<file path="src/rtl/sync_ram_clr_if.sv">
// Bus interface for sync_ram_clr.
// Groups the access, clear and status signals of the RAM.
//   master : drives we, re, address, data_in, wmask and clear;
//            observes data_out, rvalid and busy
//   slave  : the RAM side of the same signals
interface sync_ram_clr_if #(
  parameter int DATA_WIDTH = 4,
  parameter int ADDR_WIDTH = 4
);
  logic                  we;
  logic                  re;
  logic [ADDR_WIDTH-1:0] address;
  logic [DATA_WIDTH-1:0] data_in;
  logic [DATA_WIDTH-1:0] wmask;
  logic                  clear;
  logic [DATA_WIDTH-1:0] data_out;
  logic                  rvalid;
  logic                  busy;

  modport master (
    output we, re, address, data_in, wmask, clear,
    input  data_out, rvalid, busy
  );

  modport slave (
    input  we, re, address, data_in, wmask, clear,
    output data_out, rvalid, busy
  );
endinterface

</file>
<file path="src/rtl/sync_ram_clr.sv">
// Parametrised single-port synchronous RAM with a hardware clear sequencer.
// Ports:
//   clk   : single clock, all logic on the rising edge
//   reset : synchronous active-high; restarts the clear sweep from address 0
//   bus   : slave side of sync_ram_clr_if
//           we/re/address/data_in/wmask : masked write and 1-cycle-latency read
//           clear    : one-cycle request to sweep memory to CLEAR_VALUE
//           data_out : registered read data, holds the last read value
//           rvalid   : one-cycle pulse when data_out was updated
//           busy     : high while the clear sweep runs (accesses are ignored)
module sync_ram_clr #(
  parameter int                    DATA_WIDTH  = 4,
  parameter int                    ADDR_WIDTH  = 4,
  parameter int                    RDW_MODE    = 0,
  parameter logic [DATA_WIDTH-1:0] CLEAR_VALUE = '0
) (
  input logic           clk,
  input logic           reset,
  sync_ram_clr_if.slave bus
);

  localparam int DEPTH = 2 ** ADDR_WIDTH;

  typedef enum logic [0:0] {
    ST_IDLE  = 1'b0,
    ST_CLEAR = 1'b1
  } state_t;

  // Bitwise merge of new data into an old word under a write mask.
  function automatic logic [DATA_WIDTH-1:0] merge_word(
    input logic [DATA_WIDTH-1:0] old_word,
    input logic [DATA_WIDTH-1:0] new_word,
    input logic [DATA_WIDTH-1:0] mask
  );
    return (old_word & ~mask) | (new_word & mask);
  endfunction

  logic [DATA_WIDTH-1:0] mem_r [DEPTH];

  state_t                state_r;
  state_t                state_nxt_s;
  logic [ADDR_WIDTH-1:0] clr_addr_r;
  logic [ADDR_WIDTH-1:0] clr_addr_nxt_s;
  logic [DATA_WIDTH-1:0] data_out_r;
  logic                  rvalid_r;

  logic [DATA_WIDTH-1:0] old_word_s;
  logic [DATA_WIDTH-1:0] merged_word_s;
  logic                  mem_we_s;
  logic [ADDR_WIDTH-1:0] mem_waddr_s;
  logic [DATA_WIDTH-1:0] mem_wdata_s;
  logic                  rd_en_s;
  logic [DATA_WIDTH-1:0] rd_word_s;

  assign old_word_s    = mem_r[bus.address];
  assign merged_word_s = merge_word(old_word_s, bus.data_in, bus.wmask);

  // Next-state logic plus memory write port selection (sweep vs. user write).
  always_comb begin
    state_nxt_s    = state_r;
    clr_addr_nxt_s = clr_addr_r;
    mem_we_s       = 1'b0;
    mem_waddr_s    = bus.address;
    mem_wdata_s    = merged_word_s;
    rd_en_s        = 1'b0;
    case (state_r)
      ST_IDLE: begin
        if (bus.clear) begin
          // clear wins: any access requested in the same cycle is dropped
          state_nxt_s    = ST_CLEAR;
          clr_addr_nxt_s = '0;
        end else begin
          mem_we_s = bus.we;
          rd_en_s  = bus.re;
        end
      end
      ST_CLEAR: begin
        mem_we_s       = 1'b1;
        mem_waddr_s    = clr_addr_r;
        mem_wdata_s    = CLEAR_VALUE;
        clr_addr_nxt_s = clr_addr_r + ADDR_WIDTH'(1);
        if (&clr_addr_r) begin
          state_nxt_s = ST_IDLE;
        end else begin
          state_nxt_s = ST_CLEAR;
        end
      end
      default: begin
        state_nxt_s    = ST_CLEAR;
        clr_addr_nxt_s = '0;
      end
    endcase
  end

  // Read-during-write selection: old word, or the merged word being written.
  always_comb begin
    rd_word_s = old_word_s;
    if ((RDW_MODE != 0) && bus.we) begin
      rd_word_s = merged_word_s;
    end else begin
      rd_word_s = old_word_s;
    end
  end

  // Memory array write port; the reset edge itself never writes.
  always_ff @(posedge clk) begin
    if (!reset && mem_we_s) begin
      mem_r[mem_waddr_s] <= mem_wdata_s;
    end
  end

  // Control state, sweep pointer and registered read outputs.
  always_ff @(posedge clk) begin
    if (reset) begin
      state_r    <= ST_CLEAR;
      clr_addr_r <= '0;
      data_out_r <= '0;
      rvalid_r   <= 1'b0;
    end else begin
      state_r    <= state_nxt_s;
      clr_addr_r <= clr_addr_nxt_s;
      rvalid_r   <= rd_en_s;
      if (rd_en_s) begin
        data_out_r <= rd_word_s;
      end
    end
  end

  assign bus.data_out = data_out_r;
  assign bus.rvalid   = rvalid_r;
  assign bus.busy     = (state_r == ST_CLEAR);

endmodule
</file>
<file path="src/flat_wrapper.sv">
// flat-port wrapper written by rule: the top's interface ports become plain ports
module sync_ram_clr_flat 
#(
  parameter int                    DATA_WIDTH  = 4,
  parameter int                    ADDR_WIDTH  = 4,
  parameter int                    RDW_MODE    = 0,
  parameter logic [DATA_WIDTH-1:0] CLEAR_VALUE = '0
)
  (clk, reset, bus_we, bus_re, bus_address, bus_data_in, bus_wmask, bus_clear, bus_data_out, bus_rvalid, bus_busy);
  sync_ram_clr_if #(.DATA_WIDTH(DATA_WIDTH), .ADDR_WIDTH(ADDR_WIDTH)) bus_i ();
  input logic clk;
  input logic reset;
  input wire logic [$bits(bus_i.we)-1:0] bus_we;
  input wire logic [$bits(bus_i.re)-1:0] bus_re;
  input wire logic [$bits(bus_i.address)-1:0] bus_address;
  input wire logic [$bits(bus_i.data_in)-1:0] bus_data_in;
  input wire logic [$bits(bus_i.wmask)-1:0] bus_wmask;
  input wire logic [$bits(bus_i.clear)-1:0] bus_clear;
  output wire logic [$bits(bus_i.data_out)-1:0] bus_data_out;
  output wire logic [$bits(bus_i.rvalid)-1:0] bus_rvalid;
  output wire logic [$bits(bus_i.busy)-1:0] bus_busy;
  assign bus_i.we = bus_we;
  assign bus_i.re = bus_re;
  assign bus_i.address = bus_address;
  assign bus_i.data_in = bus_data_in;
  assign bus_i.wmask = bus_wmask;
  assign bus_i.clear = bus_clear;
  assign bus_data_out = bus_i.data_out;
  assign bus_rvalid = bus_i.rvalid;
  assign bus_busy = bus_i.busy;
  sync_ram_clr #(.DATA_WIDTH(DATA_WIDTH), .ADDR_WIDTH(ADDR_WIDTH), .RDW_MODE(RDW_MODE), .CLEAR_VALUE(CLEAR_VALUE)) u_core (.clk(clk), .reset(reset), .bus(bus_i));
endmodule
</file>
<file path="config.mk">
export PLATFORM = sky130hd
export DESIGN_NAME = sync_ram_clr_flat
export DESIGN_NICKNAME = d
export VERILOG_FILES = /design/src/rtl/sync_ram_clr_if.sv /design/src/rtl/sync_ram_clr.sv /design/src/flat_wrapper.sv
export SDC_FILE = /design/constraint.sdc
export NUM_CORES = 1
export LEC_CHECK = 0
export BUFFER_PORTS_ARGS = -buffer_cell sky130_fd_sc_hd__buf_2
export CELL_PAD_IN_SITES_DETAIL_PLACEMENT = 0
export CELL_PAD_IN_SITES_GLOBAL_PLACEMENT = 1
export CORE_MARGIN = 2
export CORE_UTILIZATION = 45
export DETAILED_ROUTE_END_ITERATION = 8
export GPL_ROUTABILITY_DRIVEN = 0
export PLACE_DENSITY = 0.83
export SLEW_MARGIN = 20
export SYNTH_ARGS = -nofsm -noshare
export SYNTH_HDL_FRONTEND = slang
export SYNTH_SLANG_ARGS = --single-unit
</file>
<file path="constraint.sdc">
create_clock -name clk -period 1.8 [get_ports clk]
set_input_delay 0.27 -clock clk [delete_from_list [all_inputs] [get_ports clk]]
set_output_delay 0.27 -clock clk [all_outputs]
set_load 0.005 [all_outputs]
</file>
==> impl_metrics.json, run 1 <==
{
  "fin_util_pct": 59.1,
  "synthAdderAreaFrac_pct": 0.400,
  "finalInstanceArea_sq_um": 3990,
  "post-route-period-util_pct": 95.8,
  "diodes": 0,
  "whs_ps": 253,
  "placed_cells": 327,
  "clkTransAtPathRegs_ps": 80,
  "crit_buf_inv": 1,
  "layout_setup_ws_ps": 75.9,
  "wl_met3_microns": 433,
  "synthTopCellsByArea": "edfxtp_1 61%, mux4_2 12%, dfxtp_1 6.4%",
  "synth-seq-cells": 74,
  "crit_slowest_cell": "mux4_2",
  "p_leak_nw": 1.45,
  "worst_pin_slew_ps": 497,
  "stdcell_count": 345,
  "clk-insertion-delay-late_ps": 340,
  "die_x_microns": 87.4,
  "route.met2.wl_microns": 3640,
  "clkPwrFrac_pct": 38.9,
  "cp.arrival_ps": 1820,
  "muxShareOfSynthArea_pct": 14.8,
  "p_seq_share_pct": 53.9,
  "first_pass_iters": 4,
  "synth_top_family_by_area": "multiplexers",
  "netlist_area_sq_um": 3130,
  "swShare_pct": 20.8,
  "crit_path_start": "u_core.mem_r[7][3]",
  "grt_use_total_pct": 20.4,
  "place_ws_ps": -461,
  "synth_nets": 209,
  "fmax_mhz": 580,
  "async_reset_ff_share_pct": 0,
  "port_buffers": 22,
  "p_total_mw": 3.47,
  "antenna_found_initial": 0,
  "worst-endpoint-required_ps": 1900,
  "synth_edf_count": 64,
  "intPower_mw": 2.75,
  "drt-initial-drc-count": 137,
  "ant_nets": 0,
  "synthCells": 191,
  "cts_hold_buf": 0,
  "timing_hold_violations_final": 0,
  "min_from": "reset",
  "clockBufferDepth": 2,
  "routed.top_layer": "met4",
  "synthXorXnorAreaFrac_pct": 0,
  "routed-via-count": 1981,
  "drt_wl_total_microns": 7240,
  "io_pins": 23,
  "tns_ps": 0,
  "synth_top_cell_by_area": "edfxtp_1",
  "rsz0062_at_grt": "false",
  "grt_pass1_wl_microns": 10700,
  "wire_per_inst_microns": 21.0,
  "p_switching_mw": 0.722,
  "pwr-share-comb_pct": 7.3,
  "crit_path_start_kind": "flop",
  "hp-class": "input port to flop",
  "critical_path_class": "flop to flop",
  "cts_root_buffer": "clkbuf_8",
  "ys_seq_area_share_pct": 67.8,
  "postSynthAreaPerCell_sq_um": 16.4,
  "r2r-start": "u_core.mem_r[7][3]",
  "drt-met1-wl_microns": 3010,
  "die_y_microns": 87.4,
  "crit_path_end_kind": "flop",
  "grt_pass1_vias": 1930,
  "core_area_sq_um": 6760,
  "yosysUniqueCellTypes": 35,
  "area_delta_synth_final_pct": 27.5,
  "finalSetupViolations": 0,
  "yosys_warnings": 0,
  "initial_core_util_pct": 46.3,
  "drive_above_1_share_pct": 44.2,
  "htree_levels": 3,
  "design.die.area_sq_um": 7640,
  "critPathMaxStageDelay_ps": 450,
  "placed_area_sq_um": 3640,
  "viasPerCell": 5.74,
  "outcome": "finished, final reports clean",
  "synth_ff_type": "edfxtp_1",
  "drc": 0,
  "synth_compound_area_share_pct": 5.48,
  "gr-total-overflow": 0,
  "min_period_ps": 1720,
  "path_cells": "mux4_2 > mux2i_1 > o221ai_4 > buf_12",
  "final_cell_mix": "64 x edfxtp_1, 44 x buf_4, 21 x buf_2, 16 x mux4_2, 16 x nor2_1",
  "slew_violations": 0,
  "rows": 30,
  "dp_hpwl_microns": 5180,
  "final_common_cell": "edfxtp_1",
  "cp_top_family": "multiplexers",
  "drv_cap": 0,
  "fin_worst_skew_ps": 11.5,
  "synth_top_area_share_pct": 61.4,
  "cts_tree": "built",
  "nNetsFinal": 279,
  "slew_headroom_pct": 66.7,
  "grt_max_degree": 17,
  "cp_max_fo": 15,
  "power-per-cell-area_nw_per_um2": 871,
  "numCtsBuffers": 9,
  "synth_simple_gate_area_share_pct": 9.76,
  "ir_drop_mv": 0.391,
  "tritoncts_num_sinks": 74
}
## cells in the mapped netlist (4+ instances only)
cell type,instances
buf_2,6
o211ai_1,4
mux2i_1,9
mux4_2,16
o221ai_1,8
dfxtp_1,10
a31oi_1,4
nand3b_1,4
nor2_1,20
edfxtp_1,64
or3_1,4
nand3_1,5
nand2b_1,5
## state kept, by name (all words and copies together) (netlist names)
register,flops
u_core.mem_r,64
u_core.bus.data_out,4
u_core.clr_addr_r,4
u_core.bus.busy,1
u_core.bus.rvalid,1
## cell families (layout without fill, tap and decap cells)
logic type | after synthesis | count (layout)
flip-flops | 74 | 74
AND/OR/NAND/NOR | 55 | 55
multiplexers | 26 | 26
AO/OA/AOI/OAI | 23 | 23
buffers and inverters | 12 | 86
adder cells (fa/ha/maj) | 1 | 1
## worst paths after layout
check | end | slack, ps | cells past startpoint
max | u_core.mem_r[0][3] | 80 | 4
min | u_core.bus.rvalid | 250 | 3
max reg2reg | u_core.mem_r[0][3] | 80 | 4
min reg2reg | u_core.bus.data_out[0] | 480 | 2
## power groups by stage
stage          clock network (mW)  logic (mW)  registers [mW]
2_1_floorplan                   0       0.121            1.91
3_3_place_gp                    0       0.226            1.91
3_5_place_dp                    0       0.233            1.91
4_1_cts                      1.36       0.241            1.87
5_1_grt                      1.42       0.268            1.88
6_report                     1.35       0.252            1.87
## metal layers
metal  global-route usage (%)  up-vias
met1                     26.7      994
li1                         -      913
met4                     7.83        0
met3                     5.40       14
met2                     32.5       60
met5                        0        -
## worst reg2reg max path: stages, from the launching register on
cell and delay [ps]:
edfxtp_1 390, mux4_2 450, mux2i_1 320, o221ai_4 160
buf_12 170
## final cells by class
type / instances / area [sq um]
clock inverters: 6 / 82.6
repair buffers: 68 / 487
inverters: 3 / 11.3
multi-input cells: 105 / 1060
flip-flops and latches: 74 / 2120
clock buffers: 9 / 124
well taps: 80 / 100
fillers: 511 / 2770
## what timing repair did
action	4_1_cts	5_1_grt
buffers inserted	0	3
endpoints found under the setup margin	72	118
resized for setup	6	12
pin swaps	0	2
No activity file was read; power rests on OpenSTA's default activity.
==> run 2: changes to the inputs <==
--- a/config.mk
+++ b/config.mk
@@ -10,6 +10,7 @@
 export CELL_PAD_IN_SITES_GLOBAL_PLACEMENT = 1
 export CORE_MARGIN = 2
 export CORE_UTILIZATION = 45
+export CTS_BUF_LIST = sky130_fd_sc_hd__clkbuf_16
 export DETAILED_ROUTE_END_ITERATION = 8
 export GPL_ROUTABILITY_DRIVEN = 0
 export PLACE_DENSITY = 0.83
==> run 2 against run 1 <==
  * Final area up 1.8%
  * Largest power group unchanged
  * Register-to-register slack got worse by 30 ps
  * Worst setup slack lost 32 ps
  * Total power rose by 14%
  * Critical path type unchanged
==> impl_metrics.json, run 2 (same netlist as run 1, synthesis figures left out) <==
{
  "whs_path_depth": 3,
  "slew_headroom_pct": 67.9,
  "min_to": "u_core.bus.rvalid",
  "drt-initial-drc-count": 112,
  "largest_reg_flops": 64,
  "cts_tree": "built",
  "final_common_cell": "edfxtp_1",
  "nNetsFinal": 278,
  "cp_max_fo": 16,
  "swShare_pct": 19.6,
  "crit_path_start_kind": "flop",
  "gr-total-overflow": 0,
  "die_x_microns": 87.4,
  "area_delta_synth_final_pct": 29.7,
  "drt_wl_total_microns": 7380,
  "power-per-cell-area_nw_per_um2": 976,
  "dp_hpwl_microns": 5180,
  "diodes": 0,
  "outcome": "finished, final reports clean",
  "fin_worst_skew_ps": 5.26,
  "htree_levels": 3,
  "initial_core_util_pct": 46.3,
  "drc": 0,
  "critical_path_class": "flop to flop",
  "core_area_sq_um": 6760,
  "min_from": "reset",
  "cts_root_buffer": "clkbuf_16",
  "crit_path_end_kind": "flop",
  "hp-class": "input port to flop",
  "rows": 30,
  "grt_pass1_wl_microns": 11000,
  "io_pins": 23,
  "slew_violations": 0,
  "clkPwrFrac_pct": 46.3,
  "die_y_microns": 87.4,
  "pwr-share-comb_pct": 6.3,
  "p_seq_share_pct": 47.3,
  "port_buffers": 22,
  "clockBufferDepth": 2,
  "fmax_mhz": 570,
  "timing_hold_violations_final": 0,
  "grt_pass1_vias": 1944,
  "ir_drop_mv": 0.400,
  "final_cell_mix": "64 x edfxtp_1, 44 x buf_4, 21 x buf_2, 16 x mux4_2, 16 x nor2_1",
  "p_leak_nw": 1.47,
  "clkTransAtPathRegs_ps": 60,
  "intPower_mw": 3.19,
  "finalSetupViolations": 0,
  "r2r-end": "u_core.mem_r[7][0]",
  "worst-endpoint-required_ps": 1870,
  "antenna_found_initial": 0,
  "tritoncts_num_sinks": 74,
  "r2r_cells": 4,
  "worst_pin_slew_ps": 480,
  "drv_cap": 0,
  "post-route-period-util_pct": 97.5,
  "routed-via-count": 1975,
  "cts_hold_buf": 0,
  "r2r-start": "u_core.bus.busy",
  "first_pass_iters": 4,
  "cp.arrival_ps": 1830,
  "p_total_mw": 3.96,
  "crit_slowest_cell": "o221ai_4",
  "p_switching_mw": 0.778,
  "numCtsBuffers": 9,
  "largest_register": "u_core.mem_r",
  "viasPerCell": 5.74,
  "drive_above_1_share_pct": 43.9,
  "whs_ps": 273,
  "clk-insertion-delay-late_ps": 330,
  "rsz0062_at_grt": "true",
  "wire_per_inst_microns": 21.5,
  "tns_ps": 0,
  "critPathMaxStageDelay_ps": 420,
  "path_cells": "buf_4 > nor2b_1 > nand2b_1 > o221ai_4",
  "design.die.area_sq_um": 7640,
  "placed_cells": 327,
  "ant_nets": 0,
  "rrSetupSlack_ps": 40,
  "grt_max_degree": 17,
  "stdcell_count": 344,
  "grt_use_total_pct": 21.0,
  "min_period_ps": 1760
}
[run 2: cell count changes in the layout (fill, tap and decap cells not counted)]
cell       delta
nor4bb_4      -1
clkbuf_16     +9
nor4bb_1      +1
mux2i_1       -1
clkbuf_8      -9
buf_12        -1
mux2i_2       +1
[run 2: cell type report]
type,instances,area [sq um]
flip-flops and latches,74,2120
well taps,80,100
clock buffers,9,225
multi-input cells,105,1050
fillers,499,2700
repair buffers,67,467
inverters,3,11.3
clock inverters,6,82.6
[run 2: power by group through the flow]
stage	logic (mW)	registers, mW	clock network [mW]
after floorplan	0.121	1.91	0
after global placement	0.226	1.91	0
after detailed placement	0.233	1.91	0
after CTS	0.241	1.88	1.86
after global routing	0.267	1.88	1.93
final	0.251	1.88	1.84
[run 2: timing repair]
item / in CTS / in global routing
endpoints found under the hold margin: 0 / 0
setup buffers: 0 / 2
gates resized for setup: 6 / 11
pin swaps: 0 / 2
setup endpoints to repair: 72 / 104
[run 2: critical path: cells and delay by family (launching register included)]
family	cells	cell delay, ps
simple gates	2	550
compound gates	1	420
flops	1	360
buf+inv	1	170
[run 2: per-layer routing]
metal	GRT usage [%]	up-vias	part of all wire (%)
li1	-	910	-
met1	26.9	1008	43
met2	34.7	47	51
met3	6.26	10	5.0
met4	6.01	0	1.7
met5	0	-	0
[run 2: metrics by stage]
| stage | util, % | cell area, sq um | setup WS, ps |
|---|---|---|---|
| 3_3_place_gp | 53.9 | 3640 | -344 |
| 6_report | 60.1 | 4060 | 44.3 |
| 3_5_place_dp | 53.9 | 3640 | -461 |
| 5_1_grt | 60.1 | 4060 | -4.37 |
| 2_1_floorplan | - | 3150 | 72.2 |
| 4_1_cts | 59.1 | 3990 | 2.29 |
[run 2: worst max path at each step]
| stage | depth (start not counted) | endpoint | from |
|---|---|---|---|
| floorplan | 5 | u_core.mem_r[0][0] | bus_address[3] |
| global placement | 4 | u_core.mem_r[14][0] | bus_address[2] |
| detailed placement | 4 | u_core.mem_r[13][3] | bus_address[2] |
| CTS | 3 | u_core.mem_r[2][1] | u_core.bus.busy |
| global route | 6 | u_core.mem_r[7][2] | u_core.bus.busy |
| finish | 4 | u_core.mem_r[7][0] | u_core.bus.busy |
